--- config.mk ---
export PLATFORM = sky130hd
export DESIGN_NAME = mips_regfile_sb_flat
export DESIGN_NICKNAME = d
export VERILOG_FILES = /design/src/rtl/mips_regfile_sb_if.sv /design/src/rtl/mips_regfile_sb.sv /design/src/flat_wrapper.sv
export SDC_FILE = /design/constraint.sdc
export NUM_CORES = 2
export LEC_CHECK = 0
export CAP_MARGIN = 0
export CORE_MARGIN = 2
export CORE_UTILIZATION = 25
export CTS_CLUSTER_SIZE = 14
export DETAILED_ROUTE_END_ITERATION = 10
export GPL_TIMING_DRIVEN = 0
export SLEW_MARGIN = 20
export SYNTH_ARGS = -nofsm -noshare
export SYNTH_HDL_FRONTEND = slang
export SYNTH_SLANG_ARGS = --single-unit
export TNS_END_PERCENT = 100
--- constraint.sdc ---
create_clock -name Clk -period 3.1 [get_ports Clk]
set_input_delay 0.465 -clock Clk [delete_from_list [all_inputs] [get_ports Clk]]
set_output_delay 0.465 -clock Clk [all_outputs]
set_load 0.005 [all_outputs]
--- src/rtl/mips_regfile_sb_if.sv ---
// Decode/write-back bus of the register file with scoreboard.
// master = pipeline side (decode + write-back), slave = register file.
interface mips_regfile_sb_if #(
    parameter int unsigned DATA_W   = 32,
    parameter int unsigned NUM_REGS = 32,
    parameter int unsigned NUM_RD   = 2
);
    localparam int unsigned AW = $clog2(NUM_REGS);

    logic [NUM_RD-1:0]        rd_en;
    logic [NUM_RD*AW-1:0]     rd_addr;
    logic [NUM_RD*DATA_W-1:0] rd_data;
    logic                     issue_valid;
    logic                     issue_wr;
    logic [AW-1:0]            issue_dst;
    logic                     wb_valid;
    logic [AW-1:0]            wb_dst;
    logic [DATA_W-1:0]        wb_data;
    logic                     flush;
    logic                     stall;
    logic                     sb_err;

    modport master (
        output rd_en, rd_addr, issue_valid, issue_wr, issue_dst,
        output wb_valid, wb_dst, wb_data, flush,
        input  rd_data, stall, sb_err
    );

    modport slave (
        input  rd_en, rd_addr, issue_valid, issue_wr, issue_dst,
        input  wb_valid, wb_dst, wb_data, flush,
        output rd_data, stall, sb_err
    );
endinterface

--- src/rtl/mips_regfile_sb.sv ---
// Register file with NUM_RD read ports, one write-back port and a per-register
// pending-write scoreboard driving the decode stall. MIPS_RF_BYPASS_EN enables write-back bypass.
module mips_regfile_sb #(
    parameter int unsigned DATA_W   = 32,
    parameter int unsigned NUM_REGS = 32,
    parameter int unsigned NUM_RD   = 2,
    parameter int unsigned PEND_W   = 2
) (
    input  logic               Clk,
    input  logic               Reset_n,
    mips_regfile_sb_if.slave   bus
);
    localparam int unsigned AW = $clog2(NUM_REGS);

    logic [DATA_W-1:0]        regs_q [NUM_REGS];
    logic [DATA_W-1:0]        regs_d [NUM_REGS];
    logic [PEND_W-1:0]        pend_q [NUM_REGS];
    logic [PEND_W-1:0]        pend_d [NUM_REGS];
    logic                     sb_err_q;
    logic                     sb_err_d;

    logic [AW-1:0]            rd_a     [NUM_RD];
    logic                     resolved [NUM_RD];
    logic [NUM_RD*DATA_W-1:0] rd_data_c;
    logic                     busy_any;
    logic                     sat;
    logic                     stall_c;
    logic                     issue_inc;
    logic                     wb_hit;

    always_comb begin
        for (int unsigned i = 0; i < NUM_RD; i++) begin
            rd_a[i] = bus.rd_addr[i*AW +: AW];
        end
    end

    // Register 0 is never written, so regs_q[0] stays zero and reads of r0 need no special case.
    always_comb begin
        busy_any  = 1'b0;
        rd_data_c = '0;
        for (int unsigned i = 0; i < NUM_RD; i++) begin
`ifdef MIPS_RF_BYPASS_EN
            resolved[i] = bus.wb_valid && (bus.wb_dst == rd_a[i]) &&
                          (pend_q[rd_a[i]] == PEND_W'(1));
            rd_data_c[i*DATA_W +: DATA_W] =
                (bus.wb_valid && (bus.wb_dst == rd_a[i]) && (rd_a[i] != '0)) ?
                bus.wb_data : regs_q[rd_a[i]];
`else
            resolved[i] = 1'b0;
            rd_data_c[i*DATA_W +: DATA_W] = regs_q[rd_a[i]];
`endif
            if (bus.rd_en[i] && (rd_a[i] != '0) && (pend_q[rd_a[i]] != '0) && !resolved[i]) begin
                busy_any = 1'b1;
            end
        end
    end

    always_comb begin
        sat     = bus.issue_wr && (bus.issue_dst != '0) && (pend_q[bus.issue_dst] == '1);
        stall_c = bus.issue_valid && !bus.flush && (busy_any || sat);
    end

    always_comb begin
        regs_d    = regs_q;
        pend_d    = pend_q;
        sb_err_d  = sb_err_q;
        issue_inc = bus.issue_valid && !stall_c && !bus.flush &&
                    bus.issue_wr && (bus.issue_dst != '0);
        wb_hit    = bus.wb_valid && (bus.wb_dst != '0);

        if (wb_hit) begin
            regs_d[bus.wb_dst] = bus.wb_data;
            if (pend_q[bus.wb_dst] == '0) begin
                sb_err_d = 1'b1;
            end
        end
        if (bus.issue_valid && sat) begin
            sb_err_d = 1'b1;
        end

        // Issue and write-back hitting the same register cancel; flush overrides both.
        for (int unsigned r = 0; r < NUM_REGS; r++) begin
            if (bus.flush) begin
                pend_d[r] = '0;
            end else if (issue_inc && (bus.issue_dst == AW'(r)) &&
                         !(wb_hit && (bus.wb_dst == AW'(r)))) begin
                pend_d[r] = pend_q[r] + 1'b1;
            end else if (wb_hit && (bus.wb_dst == AW'(r)) &&
                         !(issue_inc && (bus.issue_dst == AW'(r))) &&
                         (pend_q[r] != '0)) begin
                pend_d[r] = pend_q[r] - 1'b1;
            end
        end
    end

    always_ff @(posedge Clk or negedge Reset_n) begin
        if (!Reset_n) begin
            for (int unsigned r = 0; r < NUM_REGS; r++) begin
                regs_q[r] <= '0;
                pend_q[r] <= '0;
            end
            sb_err_q <= 1'b0;
        end else begin
            regs_q   <= regs_d;
            pend_q   <= pend_d;
            sb_err_q <= sb_err_d;
        end
    end

    assign bus.rd_data = rd_data_c;
    assign bus.stall   = stall_c;
    assign bus.sb_err  = sb_err_q;
endmodule

--- src/flat_wrapper.sv ---
// flat-port wrapper written by rule: the top's interface ports become plain ports
module mips_regfile_sb_flat 
#(
    parameter int unsigned DATA_W   = 32,
    parameter int unsigned NUM_REGS = 32,
    parameter int unsigned NUM_RD   = 2,
    parameter int unsigned PEND_W   = 2
)
  (Clk, Reset_n, bus_rd_en, bus_rd_addr, bus_issue_valid, bus_issue_wr, bus_issue_dst, bus_wb_valid, bus_wb_dst, bus_wb_data, bus_flush, bus_rd_data, bus_stall, bus_sb_err);
  mips_regfile_sb_if #(.DATA_W(DATA_W), .NUM_REGS(NUM_REGS), .NUM_RD(NUM_RD)) bus_i ();
  input  logic Clk;
  input  logic Reset_n;
  input wire logic [$bits(bus_i.rd_en)-1:0] bus_rd_en;
  input wire logic [$bits(bus_i.rd_addr)-1:0] bus_rd_addr;
  input wire logic [$bits(bus_i.issue_valid)-1:0] bus_issue_valid;
  input wire logic [$bits(bus_i.issue_wr)-1:0] bus_issue_wr;
  input wire logic [$bits(bus_i.issue_dst)-1:0] bus_issue_dst;
  input wire logic [$bits(bus_i.wb_valid)-1:0] bus_wb_valid;
  input wire logic [$bits(bus_i.wb_dst)-1:0] bus_wb_dst;
  input wire logic [$bits(bus_i.wb_data)-1:0] bus_wb_data;
  input wire logic [$bits(bus_i.flush)-1:0] bus_flush;
  output wire logic [$bits(bus_i.rd_data)-1:0] bus_rd_data;
  output wire logic [$bits(bus_i.stall)-1:0] bus_stall;
  output wire logic [$bits(bus_i.sb_err)-1:0] bus_sb_err;
  assign bus_i.rd_en = bus_rd_en;
  assign bus_i.rd_addr = bus_rd_addr;
  assign bus_i.issue_valid = bus_issue_valid;
  assign bus_i.issue_wr = bus_issue_wr;
  assign bus_i.issue_dst = bus_issue_dst;
  assign bus_i.wb_valid = bus_wb_valid;
  assign bus_i.wb_dst = bus_wb_dst;
  assign bus_i.wb_data = bus_wb_data;
  assign bus_i.flush = bus_flush;
  assign bus_rd_data = bus_i.rd_data;
  assign bus_stall = bus_i.stall;
  assign bus_sb_err = bus_i.sb_err;
  mips_regfile_sb #(.DATA_W(DATA_W), .NUM_REGS(NUM_REGS), .NUM_RD(NUM_RD), .PEND_W(PEND_W)) u_core (.Clk(Clk), .Reset_n(Reset_n), .bus(bus_i));
endmodule
* Word level (Yosys, flattened, before mapping)
Index checks and enable logic that the tools add are counted.
** Storage, ports and cells
- Input port bits :: 60
- Word-level logic and storage cells :: 641
- Output and inout bits :: 66
- Register bits :: 1089
** Operators by class
- Equal/unequal tests :: 63
- $add $sub $neg :: 64
- Multiplexer cells :: 122
- Bitwise operators :: 4
- Order comparisons :: 5
- Reduce and logical (&&, ||, !) cells :: 318
** Operator list (number)
- $bwmux W1024 :: 1
- $bmux W32 S5 :: 2
- $mux W2 :: 104
- $logic_and A1 B1 Y1 :: 175
- $demux W32 S5 :: 1
- $eq A5 B5 Y1 const B :: 32
- $mux W32 :: 5
- $reduce_bool A3 Y1 :: 32
- $eq A5 B4 Y1 const B :: 16
- $reduce_bool A2 Y1 :: 36
- $logic_not A1 Y1 :: 66
- $add A2 B1 Y2 const B :: 32
- $sub A2 B1 Y2 const B :: 32
- $bmux W2 S5 :: 4
- $eq A5 B3 Y1 const B :: 8
- $ge A6 B6 Y1 const B :: 4
- $not A5 Y6 :: 4
- $eq A5 B2 Y1 const B :: 4
- $reduce_bool A5 Y1 :: 4
- $eq A5 B1 Y1 const B :: 2
- $logic_not A5 Y1 :: 2
- $lt A6 B1 Y1 const B :: 1
- $mux W1 :: 5
- $eq A2 B2 Y1 const B :: 1
- 3 further kinds :: 3

* Depth between registers and ports, before layout
- Depth in word-level cells :: 22
- Mapped depth :: 13
- Depth with buffers taken out :: 8

* Least setup slack after synthesis
Ideal clock, no wire load.
- Kind :: input to output
- Start :: input bus_rd_addr[7]
- End :: output bus_rd_data[50]
- Setup slack :: -0.287 ns
- Data arrival time :: 2.922 ns
- Cell stages on the path :: 6
- Buffers on the path :: 4
- Data required time :: 2.635 ns
- Cell sequence :: clkbuf_1 > clkbuf_1 > buf_1 > buf_1 > mux4_2 > mux2_2
** Between the ends
- Longest elaborated chain between the ends :: 4
** RTL lines
- start: declaration :: line flat_wrapper.sv:14 : input wire logic [$bits(bus_i.rd_addr)-1:0] bus_rd_addr;
- $not A5 Y6 (not written as such) :: line mips_regfile_sb.sv:50 : rd_data_c[i*DATA_W +: DATA_W] = regs_q[rd_a[i]];
- $bmux W32 S5 :: line mips_regfile_sb.sv:50
- $mux W32 (not written as such) (2 in series) :: line mips_regfile_sb.sv:50
- end: declaration :: line flat_wrapper.sv:22 : output wire logic [$bits(bus_i.rd_data)-1:0] bus_rd_data;
Every way passes these cells. The select of a mux whose other input is x is not followed.

* Worst setup path after layout
- Start :: register u_core.pend_q[18] (netlist name)
- End :: output bus_stall
** Between the ends
- Longest elaborated chain between the ends :: 9
- Elaborated cells on any way between the ends :: 19
** RTL lines
- start: declaration :: line mips_regfile_sb.sv:17 : logic [PEND_W-1:0] pend_q [NUM_REGS];
- start signal: assignment :: line mips_regfile_sb.sv:105 : pend_q <= pend_d;
- $bmux W2 S5 :: line mips_regfile_sb.sv:52 : if (bus.rd_en[i] && (rd_a[i] != '0) && (pend_q[rd_a[i]] != '0) && !resolved[i]) begin
- $mux W2 (not written as such) (2 in series) :: line mips_regfile_sb.sv:52
- $reduce_bool A2 Y1 :: line mips_regfile_sb.sv:52
- $logic_and A1 B1 Y1 :: line mips_regfile_sb.sv:52
- $mux W1 (2 in series) :: line mips_regfile_sb.sv:52
- $logic_or A1 B1 Y1 (*) :: line mips_regfile_sb.sv:60 : stall_c = bus.issue_valid && !bus.flush && (busy_any || sat);
- $logic_and A1 B1 Y1 (*) :: line mips_regfile_sb.sv:60
- end: declaration :: line flat_wrapper.sv:23 : output wire logic [$bits(bus_i.stall)-1:0] bus_stall;
Mark *: on every way between the ends. The rest lies on a longest branch, timed or not. The select of a mux whose other input is x is not followed.

==> results.cfg <==
[status]
status = finished with violations
violations = setup timing

[synth]
synth_warnings = 0
yosysMostFrequentCell = dfrtp_1
ys_seq_elements = 1089
netlist_area_um2 = 59200
synth_ff_type = dfrtp_1
yosys.area.top_type_share_pct = 46.1
synth_nets = 4229
synth.area.top_cells = dfrtp_1, mux4_2, mux2_2
yosysTopAreaCell = dfrtp_1
synth_edf_count = 0
synthCells = 4169
seq_area_frac_synth_pct = 46.1
synthDistinctLibCells = 67
synth_commonest_cells = dfrtp_1, mux2_2, mux4_2, nand2_1, clkbuf_1
synthArstFlopShare_pct = 100
postSynthAreaPerCell_um2 = 14.2

[setup_path]
cp_max_fo = 4
crit_path_end_kind = primary output
rr_worst_depth = 10
r2r_end = u_core.pend_q[58]$_DFFE_PN0P_
cp.required_ns = 2.63
path_class = register to primary output
cp.arrival_ns = 3.04
startpoint = u_core.pend_q[18]$_DFFE_PN0P_
r2r_start = u_core.pend_q[17]$_DFFE_PN0P_
startpoint_type = register
regToRegSetupSlack_ns = -0.18

[die]
placementRows = 178
initial_core_util_pct = 25.2
die_h_um = 490
die_w_um = 490
core_area_um2 = 235000
dieArea_um2 = 241000
io_pins = 126

[routing]
vias = 44388
drt-total-wl_um = 256000
drc = 0
dr.pass1.iters = 6
routedWlPerCell_um = 32.4
vias_per_cell = 5.63
drt_iter0_markers = 6608
ant_nets = 0

[global_route]
grt_pass1_wl_um = 350000
grt_max_degree = 148
first_global_vias = 44040
antenna_found_initial = 15
grt_overflow = 0
grt_util_all_layers_pct = 20.6

[timing]
fin_crit_sh_pct = 113
rsz0062_at_grt = yes
slew_headroom_pct = 15.7
worstMarginPinSlew_ns = 1.26
fin_crit_ns = 3.51
finalHoldViolCount = 0
finClkSkew_ns = 0.0283
fin_ws_ns = -0.407
setup_viol = 137
max_freq_ghz = 0.285
drv_slew = 0

[pwr]
peakVddDrop_v = 0.000600
leakagePower_nw = 31.6
powerDensity_nw_per_um2 = 590
total_power_w = 0.0438

[layout]
regArea_um2 = 27300
fill_cells = 23071
syn_to_final_growth_pct = 25.7
multi_input_area_um2 = 30900
drive_gt1_share_pct = 51.5
nets = 4691

[cts]
cts.sinks = 1089
root_buffer = clkbuf_16
cts_max_path_buffers = 3
cts_tree = built
clk_latency_ns = 0.75
cts_max_level = 3
numCtsBuffers = 120
path_clk_slew_ns = 0.06

[placement]
pre_cts_ws_ns = -2.70
portBuffers = 114
dp_hpwl_um = 167000
gp_congestion = 0.933

[min_path]
hold_path_class = input port to async pin

[run]
drv_cap = 0
[placed cells by master, fill, tap and decap left out, drive strengths merged, types with 9 or more instances in the layout]
| master | n |
|---|---|
| a211oi | 16 |
| a21oi | 55 |
| a32o | 9 |
| and2 | 10 |
| buf | 351 |
| clkbuf | 571 |
| clkdlybuf4s50 | 43 |
| clkinv | 27 |
| dfrtp | 1089 |
| inv | 10 |
| mux2 | 877 |
| mux4 | 671 |
| nand2 | 617 |
| nand2b | 20 |
| nand3 | 22 |
| nand4 | 19 |
| nor2 | 84 |
| nor2b | 20 |
| nor3 | 35 |
| nor3b | 11 |
| o2111ai | 9 |
| o21ai | 19 |
| o22ai | 9 |
| o31ai | 12 |
| or2 | 10 |
| xnor2 | 9 |
[routing by layer]
metal | GRT usage (%) | up-vias | part of all wire (%)
li1 | - | 16669 | -
met1 | 25.2 | 23425 | 36
met2 | 29.6 | 3337 | 42
met3 | 8.40 | 943 | 13
met4 | 13.8 | 14 | 8.5
met5 | 0.536 | - | 0.085
[worst max path at each step]
stage / endpoint / slack, ns / cells after the start
after CTS: bus_stall / -0.38 / 8
final: bus_stall / -0.41 / 8
after detailed placement: bus_rd_data[63] / -2.70 / 10
after global routing: bus_stall / -0.49 / 8
after global placement: u_core.regs_q[283]$_DFFE_PN0P_ / -48.56 / 1
after floorplan: u_core.pend_q[58]$_DFFE_PN0P_ / 0.01 / 11
[final cells by class]
| type | count | area share (%) |
|---|---|---|
| Multi-Input combinational cell | 2624 | 41.6 |
| Timing Repair Buffer | 346 | 5.83 |
| Sequential cell | 1089 | 36.7 |
| Antenna cell | 7 | 0.0236 |
| Clock buffer | 183 | 4.79 |
| Clock inverter | 37 | 0.549 |
| Inverter | 7 | 0.0387 |
| Buffer | 443 | 5.23 |
| Tap cell | 3150 | 5.30 |
[logic make-up after synthesis]
| logic type | count (synthesis) | share of synthesized area (%) |
|---|---|---|
| buf+inv | 457 | 2.97 |
| mux | 1555 | 42.4 |
| simple gates | 870 | 6.22 |
| xor+xnor | 17 | 0.252 |
| compound gates | 181 | 2.13 |
| flops | 1089 | 46.1 |
[what timing repair did]
item | in CTS | in global routing
resized for setup | 1009 | 188
pin swaps | 34 | 30
endpoints found under the setup margin | 385 | 395
endpoints found under the hold margin | 58 | 0
cloned | 20 | 6
buffers inserted | 123 | 65
hold buffers | 1 | 0
[power by group]
group | internal [W] | leakage [nW] | switching, W | total (W)
Combinational | 0.00604 | 15.6 | 0.00448 | 0.0105
Sequential | 0.0167 | 14.1 | 0.00189 | 0.0186
Clock | 0.00823 | 1.95 | 0.00646 | 0.0147
Total | 0.0310 | 31.6 | 0.0128 | 0.0438
[state kept, by name, indices dropped and copies added (netlist names)]
register           count
u_core.pend_q         64
u_core.bus.sb_err      1
u_core.regs_q       1024
[critical path, stage by stage, from the launching register on]
cell and delay, ns:
dfrtp_1 0.42, nor2_2 0.09, mux4_2 0.49, mux4_2 0.47, or3b_4 0.43, o211ai_4 0.09
nor2_2 0.05, nor2_1 0.11, buf_2 0.12
[per-stage QoR]
step | std cells | hold slack (ns) | instance area, um2 | setup TNS (ns) | utilization, %
final | 7886 | 0.206 | 74400 | -6.93 | 31.6
after global routing | 7882 | 0.227 | 74400 | -8.71 | 31.6
after CTS | 7820 | 0.216 | 73300 | -6.14 | 31.2
after detailed placement | 7459 | 0.386 | 65000 | -886.12 | 27.6
after global placement | 7433 | 0.453 | 64300 | - | 27.3
after floorplan | 4169 | 0.169 | 59200 | 0 | -
(Power assumes the default switching activity.)
